### src/rtl/fifo_pkg.sv
// Shared pointer helpers for the dual-clock FIFO.
// Used by both the write-side and read-side controllers.
package fifo_pkg;

    localparam int ADDR_W_DEF = 4;
    localparam int DEPTH      = 2 ** ADDR_W_DEF;
    localparam int PTR_W      = ADDR_W_DEF + 1;
    localparam int PTR_MAX_W  = 13;

    // Zero-extended inputs convert correctly at any width up to PTR_MAX_W.
    function automatic logic [PTR_MAX_W-1:0] bin2gray(
        input logic [PTR_MAX_W-1:0] v
    );
        return v ^ (v >> 1);
    endfunction

    function automatic logic [PTR_MAX_W-1:0] gray2bin(
        input logic [PTR_MAX_W-1:0] v
    );
        logic [PTR_MAX_W-1:0] b;
        b = '0;
        for (int i = 0; i < PTR_MAX_W; i++)
            b[i] = ^(v >> i);
        return b;
    endfunction

endpackage

### src/rtl/fifo_wr_ctrl_gray2bin.sv
// Combinational Gray-to-binary converter.
// Bit i is the XOR of all Gray bits at and above i.
module fifo_wr_ctrl_gray2bin #(
    parameter int W = 5
) (
    input  logic [W-1:0] gray,
    output logic [W-1:0] bin
);

    // Prefix XOR from the MSB down
    always_comb begin
        bin = '0;
        for (int i = 0; i < W; i++)
            bin[i] = ^(gray >> i);
    end

endmodule

### src/rtl/fifo_wr_ctrl.sv
// Write-side pointer and flag controller for the dual-clock FIFO.
// Drives the RAM write port and exports the Gray write pointer.
module fifo_wr_ctrl
    import fifo_pkg::*;
#(
    parameter int ADDR_W    = 4,
    parameter int AF_THRESH = 2 ** ADDR_W - 2
) (
    input  logic              clk,
    input  logic              rst,
    input  logic              wr_valid,
    output logic              wr_ready,
    output logic              wr_en,
    output logic [ADDR_W-1:0] waddr,
    output logic [ADDR_W:0]   waddr_gray,
    input  logic [ADDR_W:0]   rq2_rgray,
    output logic              wfull,
    output logic              almost_full,
    output logic [ADDR_W:0]   wlevel,
    input  logic              ovf_clr,
    output logic              overflow
);

    localparam int PW = ADDR_W + 1;
    localparam logic [PW-1:0] AF_T = PW'(AF_THRESH);

    logic [PW-1:0] wbin;
    logic [PW-1:0] wbin_next;
    logic [PW-1:0] wgray_next;
    logic [PW-1:0] rbin;
    logic [PW-1:0] lvl_next;
    logic [PW-1:0] full_cmp;
    logic          acc;

    fifo_wr_ctrl_gray2bin #(
        .W(PW)
    ) u_rg2b (
        .gray(rq2_rgray),
        .bin (rbin)
    );

    // Handshake, next pointer and next flag values
    always_comb begin
        acc        = wr_valid && !wfull;
        wr_ready   = !wfull;
        wr_en      = acc && !rst;
        waddr      = wbin[ADDR_W-1:0];
        wbin_next  = wbin + PW'(acc);
        wgray_next = PW'(bin2gray(PTR_MAX_W'(wbin_next)));
        lvl_next   = wbin_next - rbin;
        full_cmp   = {~rq2_rgray[ADDR_W:ADDR_W-1],
                      rq2_rgray[ADDR_W-2:0]};
    end

    // Pointer, occupancy and flag registers
    always_ff @(posedge clk) begin
        if (rst) begin
            wbin        <= '0;
            waddr_gray  <= '0;
            wfull       <= 1'b0;
            almost_full <= 1'b0;
            wlevel      <= '0;
            overflow    <= 1'b0;
        end else begin
            wbin        <= wbin_next;
            waddr_gray  <= wgray_next;
            wfull       <= (wgray_next == full_cmp);
            almost_full <= (lvl_next >= AF_T);
            wlevel      <= lvl_next;
            if (wr_valid && wfull)
                overflow <= 1'b1;
            else if (ovf_clr)
                overflow <= 1'b0;
        end
    end

endmodule

### config.mk
export PLATFORM = sky130hd
export DESIGN_NAME = fifo_wr_ctrl
export DESIGN_NICKNAME = d
export VERILOG_FILES = /design/src/rtl/fifo_pkg.sv /design/src/rtl/fifo_wr_ctrl_gray2bin.sv /design/src/rtl/fifo_wr_ctrl.sv
export SDC_FILE = /design/constraint.sdc
export NUM_CORES = 1
export LEC_CHECK = 0
export ABC_AREA = 1
export BUFFER_PORTS_ARGS = -buffer_cell sky130_fd_sc_hd__buf_2
export CAP_MARGIN = 15
export CORE_AREA = 3 3 49 51
export DETAILED_ROUTE_END_ITERATION = 8
export DIE_AREA = 0 0 52 54
export PLACE_DENSITY_LB_ADDON = 0.05
export SYNTH_ARGS = -nofsm -noshare
export SYNTH_HDL_FRONTEND = slang
export SYNTH_SLANG_ARGS = --single-unit
export TNS_END_PERCENT = 100
### constraint.sdc
create_clock -name clk -period 4.6 [get_ports clk]
set_clock_uncertainty 0.1 [all_clocks]
set_input_delay 0.92 -clock clk [delete_from_list [all_inputs] [get_ports clk]]
set_output_delay 0.92 -clock clk [all_outputs]
set_load 0.05 [all_outputs]
==> impl_metrics.toml <==
[setup_path]
r2r_start = "wfull"
startpoint = "wr_valid"
crit_path_end = "almost_full"
reg2reg_slack_ns = 2.20
slowest_delay_ns = 0.36
rr_worst_depth = 14
required_ns = 4.70
path_class = "in2reg"
crit_top_cell = "nand2_1"
critPathBufInv = 4
cp-end-kind = "flip-flop"
worst-path-stages = 16
slowest_stage = "ha_1"
cp_max_fo = 5
arrival_ns = 2.90
crit_family = "adder cells"
r2r-end = "almost_full"
path_cells = "buf_2 > inv_1 > nor2_1 > ha_1 > ha_1 > inv_2 > nand2_1 > nand2_2 > ha_1 > nand2_1 > o21ai_0 > inv_1 > nand3_1 > nand2_1 > nand3_1 > nand2_1"
critPathLaunchType = "primary input"

[global_routing]
grt_max_degree = 17
grt_pass1_wl_um = 3774
grt_overflow = 0
grt_usage_pct = 17.81
antenna_found_initial = 0
grt_pass1_vias = 925

[drt]
drc = 0
vias = 940
avgRoutedWirePerCell_um = 10.71
drtIter0Drc = 15
via_per_inst = 4.724
drt_first_pass_iters = 4
wl_um = 2132
ant_nets = 0

[run]
cap_viol_max_count = 0

[synthesis]
netlist-cell-type-count = 22
synthCells = 144
yosys_warnings = 0
synth_top_area_share_pct = 33.62
syn-cell-area_sq_um = 1012
yosys-top-cells-count = "nand2_1, dfxtp_1, nor2_1, inv_1, nand3_1"
ys.flop_type = "dfxtp_1"
synth.area.top_cells = "dfxtp_1, nand2_1, nor2_1, ha_1, nand3_1"
synth-edff-count = 0
post-synth-top-count-cell = "nand2_1"
yosysSeqAreaShare_pct = 33.62
ys_ff_latch = 17
synth.net_count = 159
syn_area_per_cell_sq_um = 7.029
synth.largest_area_cell = "dfxtp_1"
async_flop_share_pct = 0

[clock_network]
ctsHoldBuffers = 0
cts-buffers-inserted = 3
root_buffer = "clkbuf_4"
clk_pin_slew_ns = 0.10
htreeDepth = 1
clk_path_buf_depth = 2
cts_tree = "done"
cts.sinks = 17
cts_setup_buffers = 0
clk_latency_ns = 0.29
cts_resized = 0

[place]
dpl.hpwl_um = 1747
place_congestion = 0.8273
io_buffers = 27
dp_slack_ns = 1.492

[pwr]
p_leak_uw = 0.0006721
power.density_nw_per_um2 = 351.5
vdd_drop_max_mv = 0.2513

[finish]
final_nets = 188
insertedDiodeCount = 0
syn_to_final_growth_pct = 17.55
nFillCells = 195
final_layout_size_suffix_gt1_share_pct = 27.91

[die]
rows = 16
die_y_um = 54
ios = 28
dieArea_sq_um = 2808
die_w_um = 52
coreArea_sq_um = 1982
start_util_pct = 51.07

[sta]
finalHoldViolCount = 0
fin_crit_ns = 2.797
fin_ws_ns = 1.803
slew_violations = 0
setup_viol = 0
tns_ns = 0
worstMarginPinSlew_ns = 0.3200
rsz0062_at_grt = "false"
clock.fmax_mhz = 357.6
finalCritPeriodShare_pct = 60.80
maxSlewHeadroom_pct = 78.64

[run_status]
status = "finished, final reports clean"

[worst_hold_path]
hold_class = "reg2reg"
[cells by family after synthesis]
group | count (synthesis) | share of synthesized area [%]
compound gates | 7 | 3.461
xor+xnor | 5 | 6.923
fa+ha+maj | 6 | 8.158
buf+inv | 23 | 9.271
flops | 17 | 33.62
simple gates | 86 | 38.57
[worst reg2reg max path, cell delays in order, from the launching register on]
cell and delay, ns:
dfxtp_1 0.35, nor2_1 0.18, ha_1 0.26, ha_1 0.27, inv_2 0.05, nand2_1 0.07
nand2_2 0.08, ha_1 0.36, nand2_1 0.06, o21ai_0 0.20, inv_1 0.06, nand3_1 0.10
nand2_1 0.05, nand3_1 0.06, nand2_1 0.05
[sequential cells by signal (all words and copies together) (netlist names)]
name         flops
wlevel           5
overflow         1
wbin             4
waddr_gray       5
almost_full      1
wfull            1
[placed cells by master, fill, tap and decap left out, drive strengths merged]
cell type and count:
buf 27, nand3b 1, nand2 51, o21ai 1
a21oi 6, nand4 3, fa 1, ha 5
inv 20, nor3 1, dfxtp 17, nor2 17
nand3 13, clkbuf 3, xor2 5, clkinv 1
[metrics by stage]
| stage | util, % | total power, uW | area, sq um | cells | hold WS (ns) |
|---|---|---|---|---|---|
| global route | 60.04 | 445.6 | 1190 | 199 | 0.3998 |
| floorplan | - | 304.4 | 1012 | 144 | 0.5800 |
| global placement | 58.65 | 338.7 | 1162 | 195 | 0.3469 |
| finish | 60.04 | 418.2 | 1190 | 199 | 0.3728 |
| CTS | 60.04 | 422.2 | 1190 | 199 | 0.3767 |
| detailed placement | 58.65 | 341.1 | 1162 | 195 | 0.3610 |
[area by class of cell]
class | count | area (sq um) | share of cell area, %
clock buffers | 3 | 22.52 | 1.893
clock inverters | 1 | 5.005 | 0.4206
inverters | 20 | 75.07 | 6.309
multi-input cells | 104 | 578.1 | 48.58
flip-flops and latches | 17 | 340.3 | 28.60
well taps | 27 | 33.78 | 2.839
repair buffers | 27 | 135.1 | 11.36
[how the worst min path moves through the flow]
stage / slack [ns] / endpoint / cells after the start / from
after floorplan: 0.58 / overflow / 2 / overflow
after global placement: 0.35 / overflow / 2 / overflow
after detailed placement: 0.36 / overflow / 2 / overflow
after CTS: 0.38 / overflow / 2 / overflow
after global routing: 0.40 / overflow / 2 / overflow
final: 0.37 / overflow / 2 / overflow
[power by group]
group	internal, uW	leakage [uW]	total (uW)	switching (uW)
clock	32.4	0.0000177	80.9	48.6
sequential	163	0.000140	168	5.07
combinational	47.1	0.000515	169	122
total	243	0.000672	418	176
[per-layer routing]
metal  part of all wire (%)  vias to the layer above  track usage (%)  wire length, um
li1                       -                      498                -                -
met1                     46                      416            21.78              988
met2                     47                       22            31.17             1004
met3                    5.0                        4            2.493              107
met4                    1.5                        0            7.424               31
met5                      0                        -                0                0
Power figures use the tool's default switching activity.
